### src/rtl/neg_not_seq_32_pkg.sv
// Shared ALU definitions for the sequential complement unit: op codes, FSM state
// encodings and default datapath geometry.
package neg_not_seq_32_pkg;

  localparam logic OP_NOT = 1'b0;
  localparam logic OP_NEG = 1'b1;

  localparam logic [1:0] ST_IDLE = 2'd0;
  localparam logic [1:0] ST_RUN  = 2'd1;
  localparam logic [1:0] ST_DONE = 2'd2;

  localparam int DEF_WIDTH = 32;
  localparam int DEF_DIGIT = 4;

  // Number of RUN cycles for a given geometry.
  function automatic int digit_count(input int width, input int digit);
    return width / digit;
  endfunction

endpackage

### src/rtl/neg_not_seq_32_if.sv
// Request/result bundle between the control unit (master) and the complement unit (slave).
// Optional ovf wire is present only when NEG_NOT_SEQ_OVF_EN is defined.
//
// Handshake: the slave samples start only in IDLE; op/a are captured on that edge and
// may change afterwards. done is a one-cycle pulse, and z/zero (and ovf) are valid
// from that pulse until the next accepted start. busy is high for every RUN cycle.
interface neg_not_seq_32_if #(
  parameter int WIDTH = 32
);
  logic             start;
  logic             op;
  logic [WIDTH-1:0] a;
  logic             busy;
  logic             done;
  logic [WIDTH-1:0] z;
  logic             zero;
`ifdef NEG_NOT_SEQ_OVF_EN
  logic             ovf;
`endif

  modport master (
    output start, op, a,
`ifdef NEG_NOT_SEQ_OVF_EN
    input  ovf,
`endif
    input  busy, done, z, zero
  );

  modport slave (
    input  start, op, a,
`ifdef NEG_NOT_SEQ_OVF_EN
    output ovf,
`endif
    output busy, done, z, zero
  );

endinterface

### src/rtl/neg_not_seq_32_digit.sv
// Combinational DIGIT-bit slice: sum = ~d + cin, with the carry out of the slice.
module neg_not_digit #(
  parameter int DIGIT = 4
) (
  input  logic [DIGIT-1:0] d,
  input  logic             cin,
  output logic [DIGIT-1:0] sum,
  output logic             cout
);

  logic [DIGIT:0] full;

  always_comb begin
    full = {1'b0, ~d} + {{DIGIT{1'b0}}, cin};
  end

  assign sum  = full[DIGIT-1:0];
  assign cout = full[DIGIT];

endmodule

### src/rtl/neg_not_seq_32.sv
// Multi-cycle NOT / two's-complement negate, DIGIT bits per cycle with a registered
// ripple carry. Optional ovf output enabled by NEG_NOT_SEQ_OVF_EN.
module neg_not_seq_32
  import neg_not_seq_32_pkg::*;
#(
  parameter int WIDTH = DEF_WIDTH,
  parameter int DIGIT = DEF_DIGIT
) (
  input  logic              clk,
  input  logic              rst_n,
  neg_not_seq_32_if.slave   bus,
  output logic [1:0]        state_dbg
);

  localparam int N  = digit_count(WIDTH, DIGIT);
  localparam int CW = (N > 1) ? $clog2(N) : 1;
  localparam logic [CW-1:0] LAST = CW'(N - 1);

  logic [1:0]       state;
  logic [CW-1:0]    count;
  logic             carry;
  logic [WIDTH-1:0] opnd;
  logic [WIDTH-1:0] z_q;
  logic [WIDTH-1:0] z_next;
  logic             zero_q;
  logic             done_q;

  logic [DIGIT-1:0] dig_in;
  logic [DIGIT-1:0] dig_sum;
  logic             dig_cout;

  always_comb begin
    dig_in = opnd[count*DIGIT +: DIGIT];
  end

  neg_not_digit #(.DIGIT(DIGIT)) u_digit (
    .d    (dig_in),
    .cin  (carry),
    .sum  (dig_sum),
    .cout (dig_cout)
  );

  // Full result including the digit being written this cycle, so zero sees all bits.
  always_comb begin
    z_next = z_q;
    z_next[count*DIGIT +: DIGIT] = dig_sum;
  end

  always_ff @(posedge clk or negedge rst_n) begin
    if (!rst_n) begin
      state  <= ST_IDLE;
      count  <= '0;
      carry  <= 1'b0;
      opnd   <= '0;
      z_q    <= '0;
      zero_q <= 1'b0;
      done_q <= 1'b0;
    end else begin
      case (state)
        ST_IDLE: begin
          done_q <= 1'b0;
          if (bus.start) begin
            opnd  <= bus.a;
            carry <= bus.op;
            count <= '0;
            z_q   <= '0;
            state <= ST_RUN;
          end
        end
        ST_RUN: begin
          z_q   <= z_next;
          carry <= dig_cout;
          count <= count + 1'b1;
          if (count == LAST) begin
            state  <= ST_DONE;
            done_q <= 1'b1;
            zero_q <= (z_next == '0);
          end
        end
        ST_DONE: begin
          done_q <= 1'b0;
          state  <= ST_IDLE;
        end
        default: begin
          done_q <= 1'b0;
          state  <= ST_IDLE;
        end
      endcase
    end
  end

`ifdef NEG_NOT_SEQ_OVF_EN
  localparam logic [WIDTH-1:0] MOST_NEG = {1'b1, {(WIDTH-1){1'b0}}};

  logic op_q;
  logic ovf_q;

  // Only negation of the most-negative operand overflows; NOT never does.
  always_ff @(posedge clk or negedge rst_n) begin
    if (!rst_n) begin
      op_q  <= OP_NOT;
      ovf_q <= 1'b0;
    end else if (state == ST_IDLE && bus.start) begin
      op_q  <= bus.op;
      ovf_q <= 1'b0;
    end else if (state == ST_RUN && count == LAST) begin
      ovf_q <= (op_q == OP_NEG) && (opnd == MOST_NEG);
    end
  end

  assign bus.ovf = ovf_q;
`endif

  assign bus.busy = (state == ST_RUN);
  assign bus.done = done_q;
  assign bus.z    = z_q;
  assign bus.zero = zero_q;
  assign state_dbg = state;

endmodule

### src/flat_wrapper.sv
// flat-port wrapper written by rule: the top's interface ports become plain ports
module neg_not_seq_32_flat import neg_not_seq_32_pkg::*;
#(
  parameter int WIDTH = DEF_WIDTH,
  parameter int DIGIT = DEF_DIGIT
)
  (clk, rst_n, state_dbg, bus_start, bus_op, bus_a, bus_busy, bus_done, bus_z, bus_zero);
  neg_not_seq_32_if #(.WIDTH(WIDTH)) bus_i ();
  input  logic clk;
  input  logic rst_n;
  output logic [1:0] state_dbg;
  input wire logic [$bits(bus_i.start)-1:0] bus_start;
  input wire logic [$bits(bus_i.op)-1:0] bus_op;
  input wire logic [$bits(bus_i.a)-1:0] bus_a;
  output wire logic [$bits(bus_i.busy)-1:0] bus_busy;
  output wire logic [$bits(bus_i.done)-1:0] bus_done;
  output wire logic [$bits(bus_i.z)-1:0] bus_z;
  output wire logic [$bits(bus_i.zero)-1:0] bus_zero;
  assign bus_i.start = bus_start;
  assign bus_i.op = bus_op;
  assign bus_i.a = bus_a;
  assign bus_busy = bus_i.busy;
  assign bus_done = bus_i.done;
  assign bus_z = bus_i.z;
  assign bus_zero = bus_i.zero;
  neg_not_seq_32 #(.WIDTH(WIDTH), .DIGIT(DIGIT)) u_core (.clk(clk), .rst_n(rst_n), .bus(bus_i), .state_dbg(state_dbg));
endmodule
### config.mk
export PLATFORM = sky130hd
export DESIGN_NAME = neg_not_seq_32_flat
export DESIGN_NICKNAME = d
export VERILOG_FILES = /design/src/rtl/neg_not_seq_32_pkg.sv /design/src/rtl/neg_not_seq_32_if.sv /design/src/rtl/neg_not_seq_32_digit.sv /design/src/rtl/neg_not_seq_32.sv /design/src/flat_wrapper.sv
export SDC_FILE = /design/constraint.sdc
export NUM_CORES = 1
export LEC_CHECK = 0
export ABC_AREA = 1
export CORE_UTILIZATION = 34
export DETAILED_ROUTE_END_ITERATION = 16
export PLACE_DENSITY_LB_ADDON = 0.2
export SYNTH_ARGS = -nofsm -noshare
export SYNTH_HDL_FRONTEND = slang
export SYNTH_SLANG_ARGS = --single-unit
### constraint.sdc
create_clock -name clk -period 6.65 [get_ports clk]
set_input_delay 0.9975 -clock clk [delete_from_list [all_inputs] [get_ports clk]]
set_output_delay 0.9975 -clock clk [all_outputs]
set_load 0.02 [all_outputs]
==> flow_summary_export.csv, run 1 <==
group,metric,value,unit
critical_path,end_kind,"register",
clock_network,cts_resized,0,
die,die_w,107,um
yosys,yosys_warnings,0,
critical_path,max_stage_delay,0.36,ns
detailed_routing,wl_per_cell,13.8,um
sta,slew_viol_final,0,
clock_network,clk_pin_slew_worst_paths,0.08,ns
place,io_buffers,72,
critical_path,crit_start,"u_core.count[0]$_DFFE_PN0P_",
place,place.gp.congestion,0.822,
place,hpwl,7000,um
detailed_routing,drt-initial-drc-count,208,
sta,slew_headroom,39.9,%
detailed_routing,met2_length,4290,um
clock_network,postCtsHoldBufs,0,
die,start_util,34.8,%
clock_network,cts_buffers,9,
power_and_ir_drop,p_switching,1220,uW
run,cap_viol_max_count,0,
power_and_ir_drop,ir_drop,0.000177,V
yosys,synth.ff_latch_count,72,
clock_network,cts_setup_buffers,0,
layout,multi_input_area,1660,um^2
sta,final.setup_skew,0.0131,ns
sta,min_period_over_period,51.1,%
detailed_routing,routed_wl,9790,um
critical_path,setup.worst_path.class,"reg2reg",
global_routing,grt_max_degree,73,
layout,design_area,4780,um^2
sta,grt_setup_unrepaired,"false",
clock_network,cts_sinks,72,
die,die-area,11500,um^2
detailed_routing,route.detailed.drc,0,
detailed_routing,drtAntennaViolNets,0,
power_and_ir_drop,seq_power_share,29.1,%
detailed_routing,dr.pass1.iters,4,
min_path,hold_start,"u_core.opnd[8]$_DFFE_PN0P_",
detailed_routing,top_layer_used,"met4",
yosys,yosys.area.top_type,"dfrtp_1",
yosys,yosys-top-cells-area,"dfrtp_1 48%, nand2_1 19%, o21ai_0 6.3%",
clock_network,cts_tree,"built",
yosys,yosysSeqAreaShare,48.0,%
critical_path,worstPathMaxFanout,30,
critical_path,crit_buf_inv,3,
die,core_area,10800,um^2
detailed_routing,routed-via-count,3434,
critical_path,cp.required,6.93,ns
yosys,netlist_area,3760,um^2
global_routing,grt_antenna_before_repair,0,
yosys,synthTopCellsByCount,"188 x nand2_1, 72 x dfrtp_1, 47 x o21ai_0",
power_and_ir_drop,power_density,531,nW/um^2
power_and_ir_drop,comb_power_share,57.4,%
sta,tns,0,ns
yosys,syn_area_per_cell,7.54,um^2
clock_network,root_buffer,"clkbuf_8",
yosys,async_flop_share,100,%
place,place_area,4590,um^2
sta,hold_viol,0,
critical_path,cp_cell_sequence,"buf_4 > inv_2 > o21ai_0 > o221ai_1 > o21ai_0 > ha_1 > ha_1 > inv_1 > nor2_1 > nand2_2 > nand3_1 > nand2_1 > nand4_1 > nor2_1 > nand3_1 > nor3_2 > nand2_1 > nor2_1 > nand3_1 > nand2_1",
layout,layout.area.seq,1800,um^2
min_path,hp-class,"reg2reg",
critical_path,r2r_setup_slack,3.25,ns
sta,clock.fmax,0.294,GHz
sta,tightest_slew,0.902,ns
status,status,"finished clean",
yosys,synthFlopType,"dfrtp_1",
power_and_ir_drop,power,2540,uW
die,die_height,107,um
global_routing,grt_usage,18.2,%
clock_network,clkLatencyLatePin,0.34,ns
power_and_ir_drop,sw_frac_of_total,48.2,%
global_routing,grt_first_pass_wirelength,16300,um
detailed_routing,viasPerCell,4.83,
power_and_ir_drop,clkPwrFrac,13.6,%
critical_path,crit_arrival,3.68,ns
yosys,syn_nets,540,
layout,fin_nets,609,
yosys,synth-edff-count,0,
die,num_io_pins,73,
layout,areaGrowthSynthToFinish,27.3,%
yosys,synth.most_common_cell,"nand2_1",
sta,period_minus_slack,3.40,ns
die,rows,38,
critical_path,r2r_start,"u_core.count[0]$_DFFE_PN0P_",
detailed_routing,met3_length,428,um
layout,antenna_cells,0,
power_and_ir_drop,p_int,1320,uW
critical_path,cpMaxStageDelayCell,"dfrtp_1",
sta,setup_violations,0,
critical_path,start_kind,"register",
yosys,synthCells,498,
detailed_routing,wl_met1,4950,um
yosys,synth_top_cell_area_share,48.0,%
clock_network,cts-htree-levels,3,
power_and_ir_drop,p_leak,0.00226,uW
global_routing,gr-total-overflow,0,
clock_network,cts_max_path_buffers,2,
global_routing,grt_pass1_vias,3282,
yosys,synth.distinct_cells,28,
layout,drive_above_1_share,7.53,%
layout,fill_cells,1107,
critical_path,cp_top_family,"simple AND/OR/NAND/NOR gates",
-- metal layers --
metal | vias to the layer above | track usage [%]
met3 | 7 | 2.98
met5 | - | 0
met1 | 1617 | 26.5
li1 | 1739 | -
met4 | 0 | 6.46
met2 | 71 | 27.3
-- cells by family after synthesis --
kind of cell             after synthesis  share of synthesized area [%]
adder cells (fa/ha/maj)                6                           2.00
flip-flops                            72                           48.0
AND/OR/NAND/NOR                      266                           29.5
buffers and inverters                 73                           8.06
AO/OA/AOI/OAI                         81                           12.5
-- power by group through the flow --
| stage | registers (uW) | logic, uW | clock network [uW] |
|---|---|---|---|
| final | 739 | 1460 | 345 |
| after global routing | 761 | 1640 | 369 |
| after CTS | 741 | 1460 | 352 |
| after detailed placement | 748 | 1450 | 0 |
| after global placement | 746 | 1430 | 0 |
| after floorplan | 803 | 947 | 0 |
-- cell usage in the layout (no fill, tap or decap) --
cell type	Yosys	routed
buf_4	1	4
clkinv_1	1	1
a32o_1	3	3
o22ai_1	17	17
nand3_2	1	1
nand3_1	23	23
inv_1	46	46
inv_2	8	8
nand3b_1	1	1
bufinv_16	0	1
o21ai_1	6	6
o21ai_0	47	47
nor2_2	3	3
nor2_4	3	4
o221ai_1	1	1
nor3_1	1	1
nand2_2	5	5
a22o_1	6	6
buf_2	2	1
clkinv_2	0	1
a21oi_1	1	1
nor3_2	1	1
nand4_1	5	5
nor2_1	34	33
dfrtp_1	72	72
clkdlybuf4s50_1	0	71
clkinvlp_4	0	3
clkbuf_8	0	10
ha_1	6	6
nand2_1	188	188
nand4_2	1	1
-- final timing paths --
check,to,cells after the start
worst max register to register,u_core.bus.zero$_DFFE_PN0P_,20
worst max-delay path,u_core.bus.zero$_DFFE_PN0P_,20
worst min-delay path,u_core.opnd[8]$_DFFE_PN0P_,2
max in group asynchronous,u_core.count[2]$_DFFE_PN0P_,2
worst min register to register,u_core.opnd[8]$_DFFE_PN0P_,2
min in group asynchronous,u_core.bus.z[5]$_DFFE_PN0P_,2
-- area by class of cell --
cell class / count / share of cell area (%)
Clock buffer: 10 / 2.88
Clock inverter: 5 / 1.20
Inverter: 55 / 4.32
Multi-Input combinational cell: 353 / 34.7
Sequential cell: 72 / 37.7
Tap cell: 140 / 3.66
Timing Repair Buffer: 76 / 15.6
-- worst min-delay path, stage by stage, from the launching register on --
cell and delay, ns:
dfrtp_1 0.34, nand2_1 0.05, nand2_1 0.04
-- sequential cells by signal (all words and copies together) (netlist names) --
name,flops
u_core.carry,1
u_core.bus.z,32
u_core.count,3
u_core.opnd,32
u_core.bus.done,1
u_core.bus.zero,1
u_core.state_dbg,2
-- stage by stage --
step           setup slack, ns  hold slack, ns  std cells  utilization [%]
4_1_cts                   3.29           0.476        711             44.3
5_1_grt                   2.91           0.494        711             44.3
3_5_place_dp              3.00           0.458        696             42.5
6_report                  3.25           0.469        711             44.3
3_3_place_gp              3.01           0.455        696             42.5
2_1_floorplan             4.05           0.437        498                -
Power figures use the tool's default switching activity.
==> inputs of run 2 (changes only) <==
==> constraint.sdc (replaced) <==
create_clock -name clk -period 3.3 [get_ports clk]
set_input_delay 0.495 -clock clk [delete_from_list [all_inputs] [get_ports clk]]
set_output_delay 0.495 -clock clk [all_outputs]
set_load 0.02 [all_outputs]
==> run 2 against run 1 <==
Net effect: global-route usage up 0.72 points; worst setup slack worse by 2.8 ns; combinational power up 100%; clock-buffer cell count up 3; register-to-register slack worse by 2.8 ns; die area unchanged; worst hold slack worse by 0.14 ns; final area up 0.39%; sequential cell count unchanged; clock skew down 0.0034 ns; cell count up 0.42%; largest cell class unchanged.
==> flow_summary_export.csv, run 2 (synthesized netlist as in run 1, its figures left out) <==
group,metric,value,unit
min_path,hp-class,"in2async",
die,die-area,11500,um^2
layout,antenna_cells,0,
clock_network,cts_setup_buffers,0,
detailed_routing,routed_wl,9960,um
layout,fill_cells,1080,
global_routing,grt_antenna_before_repair,0,
detailed_routing,drtAntennaViolNets,0,
critical_path,max_stage_delay,0.52,ns
sta,setup_ws,0.484,ns
place,hpwl,7170,um
power_and_ir_drop,sw_frac_of_total,48.0,%
clock_network,clkLatencyLatePin,0.36,ns
critical_path,cpMaxStageDelayCell,"dfrtp_1",
critical_path,cp_top_family,"simple AND/OR/NAND/NOR gates",
status,status,"finished clean",
global_routing,grt_pass1_vias,3358,
die,num_io_pins,73,
global_routing,grt_max_degree,73,
detailed_routing,dr.pass1.iters,4,
sta,period_minus_slack,2.82,ns
place,io_buffers,72,
run,cap_viol_max_count,0,
layout,fin_nets,611,
global_routing,use_met2,27.9,%
critical_path,cp_cell_sequence,"inv_2 > o21ai_0 > o221ai_1 > o21ai_0 > ha_1 > ha_1 > inv_1 > nor2_1 > nand2_2 > nand3_1 > nand2_1 > nand4_1 > nor2_1 > nand3_1 > nor3_2 > nand2_1 > nor2_1 > nand3_1 > nand2_1",
global_routing,gr-total-overflow,0,
critical_path,worstPathMaxFanout,12,
global_routing,grt.busiest_layer,"met2",
sta,slew_viol_final,0,
critical_path,crit_arrival,3.12,ns
sta,grt_setup_unrepaired,"false",
sta,tns,0,ns
clock_network,cts-htree-levels,3,
sta,clock.fmax,0.355,GHz
layout,drive_above_1_share,7.67,%
sta,fin_hold_ws,0.326,ns
power_and_ir_drop,p_switching,2490,uW
clock_network,root_buffer,"clkbuf_8",
global_routing,grt_first_pass_wirelength,16900,um
clock_network,cts_buffers,9,
power_and_ir_drop,power,5190,uW
critical_path,start_kind,"register",
critical_path,crit_buf_inv,2,
clock_network,cts_resized,0,
power_and_ir_drop,ir_drop,0.000362,V
power_and_ir_drop,p_int,2700,uW
die,start_util,34.8,%
sta,hold_viol,0,
place,dpl_worst_slack,0.507,ns
clock_network,postCtsHoldBufs,0,
power_and_ir_drop,seq_power_share,28.8,%
clock_network,cts_sinks,72,
sta,setup_violations,0,
global_routing,grt_util_met1,27.8,%
critical_path,reg2regPathDepth,19,
critical_path,end_kind,"register",
clock_network,cts_max_path_buffers,2,
sta,tightest_slew,0.919,ns
layout,areaGrowthSynthToFinish,27.8,%
detailed_routing,route.detailed.drc,0,
die,die_w,107,um
critical_path,cp.required,3.60,ns
die,rows,38,
detailed_routing,drt-initial-drc-count,255,
clock_network,clk_pin_slew_worst_paths,0.08,ns
place,place.gp.congestion,0.867,
global_routing,use_met3,3.65,%
die,die_height,107,um
detailed_routing,wl_per_cell,13.9,um
layout,design_area,4800,um^2
critical_path,setup.worst_path.class,"reg2reg",
layout,final_common_cell,"nand2_1",
detailed_routing,viasPerCell,4.86,
global_routing,grt_usage,19.0,%
power_and_ir_drop,power_density,1080,nW/um^2
clock_network,cts_tree,"built",
die,core_area,10800,um^2
sta,slew_headroom,38.8,%
place,place_area,4600,um^2
power_and_ir_drop,p_leak,0.00228,uW
critical_path,cp.depth,19,
sta,min_period_over_period,85.3,%
power_and_ir_drop,clkPwrFrac,13.9,%
detailed_routing,routed-via-count,3468,
layout,final_cell_mix,"188 x nand2_1, 72 x dfrtp_1, 71 x clkdlybuf4s50_1",
power_and_ir_drop,comb_power_share,57.4,%
sta,final.setup_skew,0.00968,ns
==> run 2: worst paths after layout <==
check,startpoint,slack (ns),end
worst max-delay path,u_core.count[1]$_DFFE_PN0P_,0.48,u_core.bus.zero$_DFFE_PN0P_
worst min-delay path,rst_n,0.33,u_core.bus.z[20]$_DFFE_PN0P_
worst max register to register,u_core.count[1]$_DFFE_PN0P_,0.48,u_core.bus.zero$_DFFE_PN0P_
worst min register to register,u_core.opnd[20]$_DFFE_PN0P_,0.48,u_core.opnd[20]$_DFFE_PN0P_
max in group asynchronous,rst_n,2.34,u_core.opnd[2]$_DFFE_PN0P_
min in group clk,u_core.opnd[20]$_DFFE_PN0P_,0.48,u_core.opnd[20]$_DFFE_PN0P_
==> run 2: cell type report <==
class,count,area [um^2],area share (%)
inverters,55,206,4.30
multi-input cells,353,1660,34.5
clock inverters,3,40.0,0.834
repair buffers,78,761,15.8
well taps,140,175,3.65
flip-flops and latches,72,1800,37.5
clock buffers,13,159,3.31
==> run 2: worst register-to-register path, delay by kind of cell (launching register included) <==
family,cells,cell delay (ns)
flops,1,0.52
simple gates,12,1.06
fa+ha+maj,2,0.53
compound gates,3,0.39
buf+inv,2,0.28
==> run 2: through the flow <==
| stage | std cells | utilization, % |
|---|---|---|
| 2_1_floorplan | 498 | - |
| 3_3_place_gp | 698 | 42.7 |
| 3_5_place_dp | 698 | 42.7 |
| 4_1_cts | 714 | 44.5 |
| 5_1_grt | 714 | 44.5 |
| 6_report | 714 | 44.5 |
==> run 2: metal layers <==
layer / share of wire, % / vias up
li1: - / 1745
met2: 42 / 96
met3: 6.0 / 12
met5: 0 / -
met1: 50 / 1615
met4: 1.6 / 0
==> run 2: power by group through the flow <==
stage	clock network, uW	registers, uW	logic (uW)
CTS	730	1500	2970
global route	762	1530	3360
finish	720	1490	2980
detailed placement	0	1510	2960
global placement	0	1510	2930
floorplan	0	1620	1910
==> inputs of run 3 (changes only) <==
--- a/config.mk
+++ b/config.mk
@@ -9,6 +9,7 @@
 export CORE_UTILIZATION = 34
 export DETAILED_ROUTE_END_ITERATION = 16
 export PLACE_DENSITY_LB_ADDON = 0.2
+export REMOVE_ABC_BUFFERS = 1
 export SYNTH_ARGS = -nofsm -noshare
 export SYNTH_HDL_FRONTEND = slang
 export SYNTH_SLANG_ARGS = --single-unit
==> run 3 against run 2 <==
Net effect: routed wire length is 1.3% lower; worst setup slack worse by 0.030 ns; worst hold slack worse by 0.11 ns; first-iteration DRC count is 25% lower; via count is 0.14% higher; utilization is 0.41 points higher; sequential share of layout area is 0.34 points lower; sequential cell count stayed put; global-route usage is 0.70 points lower.
==> flow_summary_export.csv, run 3 (synthesized netlist as in run 1, its figures left out) <==
group,metric,value,unit
critical_path,cp_cell_sequence,"inv_2 > o21ai_0 > o221ai_1 > o21ai_0 > ha_1 > ha_1 > inv_1 > nor2_1 > nand2_2 > nand3_1 > nand2_1 > nand4_1 > nor2_1 > nand3_1 > nor3_2 > nand2_1 > nor2_1 > nand3_1 > nand2_1",
detailed_routing,routed-via-count,3473,
sta,period_minus_slack,2.85,ns
power_and_ir_drop,sw_frac_of_total,47.2,%
sta,clock.fmax,0.351,GHz
layout,drive_above_1_share,8.01,%
global_routing,grt_first_pass_wirelength,16400,um
critical_path,reg2reg_to,"u_core.bus.zero$_DFFE_PN0P_",
die,die-area,11500,um^2
min_path,hp-class,"in2async",
global_routing,grt_max_degree,54,
global_routing,grt_pass1_vias,3342,
clock_network,postCtsHoldBufs,0,
critical_path,reg2regPathDepth,19,
critical_path,cpMaxStageDelayCell,"dfrtp_1",
sta,tns,0,ns
detailed_routing,drtAntennaViolNets,0,
power_and_ir_drop,p_switching,2480,uW
die,num_io_pins,73,
place,place_area,4620,um^2
detailed_routing,route.detailed.drc,0,
sta,slew_headroom,49.7,%
clock_network,cts_tree,"built",
sta,hold_viol,0,
power_and_ir_drop,p_int,2780,uW
detailed_routing,wl_per_cell,13.8,um
layout,design_area,4850,um^2
sta,slew_viol_final,0,
clock_network,cts-htree-levels,3,
place,place.gp.congestion,0.847,
clock_network,cts_setup_buffers,0,
clock_network,cts_max_path_buffers,2,
global_routing,grt_usage,18.3,%
sta,grt_setup_unrepaired,"false",
power_and_ir_drop,power,5260,uW
detailed_routing,dr.pass1.iters,5,
status,status,"finished clean",
layout,postLayoutCoreUtil,44.9,%
detailed_routing,routed_wl,9830,um
critical_path,r2r_start,"u_core.count[1]$_DFFE_PN0P_",
layout,final_cell_mix,"188 x nand2_1, 72 x dfrtp_1, 71 x clkdlybuf4s50_1",
critical_path,end_kind,"register",
place,io_buffers,72,
critical_path,crit_arrival,3.14,ns
clock_network,clk_pin_slew_worst_paths,0.08,ns
clock_network,clkLatencyLatePin,0.35,ns
detailed_routing,drt-initial-drc-count,191,
die,die_height,107,um
global_routing,grt_antenna_before_repair,0,
power_and_ir_drop,comb_power_share,56.4,%
detailed_routing,viasPerCell,4.86,
critical_path,setup.worst_path.class,"reg2reg",
die,die_w,107,um
place,hpwl,7220,um
power_and_ir_drop,seq_power_share,28.5,%
critical_path,start_kind,"register",
critical_path,cp.required,3.59,ns
power_and_ir_drop,clkPwrFrac,15.1,%
layout,fin_nets,611,
sta,final.setup_skew,0.00742,ns
layout,fill_cells,1097,
power_and_ir_drop,p_leak,0.00230,uW
die,start_util,34.8,%
clock_network,cts_buffers,9,
die,core_area,10800,um^2
run,cap_viol_max_count,0,
clock_network,cts_sinks,72,
critical_path,r2r_setup_slack,0.45,ns
layout,areaGrowthSynthToFinish,29.0,%
clock_network,root_buffer,"clkbuf_8",
critical_path,max_stage_delay,0.54,ns
power_and_ir_drop,ir_drop,0.000464,V
die,rows,38,
sta,setup_violations,0,
global_routing,gr-total-overflow,0,
layout,antenna_cells,0,
clock_network,cts_resized,0,
critical_path,worstPathMaxFanout,12,
layout,final_common_cell,"nand2_1",
power_and_ir_drop,power_density,1090,nW/um^2
sta,tightest_slew,0.755,ns
sta,min_period_over_period,86.3,%
[run 3: cell count changes in the layout (fill, tap and decap cells not counted), sizes merged]
cell,before,now
bufinv,1,2
clkbuf,13,11
clkinv,3,4
[run 3: layout make-up]
class                   count  area (um^2)  share of cell area [%]
clock buffers              11          151                    3.12
repair buffers             78          773                    16.0
inverters                  55          206                    4.26
well taps                 140          175                    3.61
flip-flops and latches     72         1800                    37.2
clock inverters             5         78.8                    1.63
multi-input cells         353         1660                    34.2
[run 3: critical path, delay by kind of cell, from the launching register on]
kind / cells / cell delay [ns]
buffers and inverters: 2 / 0.28
flip-flops: 1 / 0.54
AND/OR/NAND/NOR: 12 / 1.06
adder cells (fa/ha/maj): 2 / 0.53
AO/OA/AOI/OAI: 3 / 0.39
[run 3: metrics by stage]
step	hold WS [ns]	std cells	worst slack (ns)
6_report	0.212	714	0.453
3_3_place_gp	0.460	698	0.598
4_1_cts	0.236	714	0.465
3_5_place_dp	0.463	698	0.493
2_1_floorplan	0.199	480	0.146
5_1_grt	0.266	714	0.0937
[run 3: per-layer routing]
layer / global-route usage [%] / share of wire, % / vias up
met5: 0 / 0 / -
met4: 6.56 / 2.0 / 0
met3: 2.80 / 4.8 / 18
met2: 28.2 / 45 / 96
met1: 25.9 / 49 / 1613
li1: - / - / 1746
[run 3: worst max path at each step]
stage | startpoint | end | slack [ns]
2_1_floorplan | u_core.state_dbg[1]$_DFFE_PN0P_ | u_core.carry$_DFFE_PN0P_ | 0.15
3_3_place_gp | u_core.count[1]$_DFFE_PN0P_ | u_core.bus.zero$_DFFE_PN0P_ | 0.60
3_5_place_dp | u_core.count[1]$_DFFE_PN0P_ | u_core.bus.zero$_DFFE_PN0P_ | 0.49
4_1_cts | u_core.count[1]$_DFFE_PN0P_ | u_core.bus.zero$_DFFE_PN0P_ | 0.47
5_1_grt | u_core.count[1]$_DFFE_PN0P_ | u_core.bus.zero$_DFFE_PN0P_ | 0.09
6_report | u_core.count[1]$_DFFE_PN0P_ | u_core.bus.zero$_DFFE_PN0P_ | 0.45
[run 3: power by group through the flow]
stage	logic [uW]	clock network, uW	registers, uW
6_report	2970	794	1500
5_1_grt	3340	845	1540
4_1_cts	2970	808	1500
3_5_place_dp	2950	0	1510
3_3_place_gp	2930	0	1500
2_1_floorplan	1770	0	1660
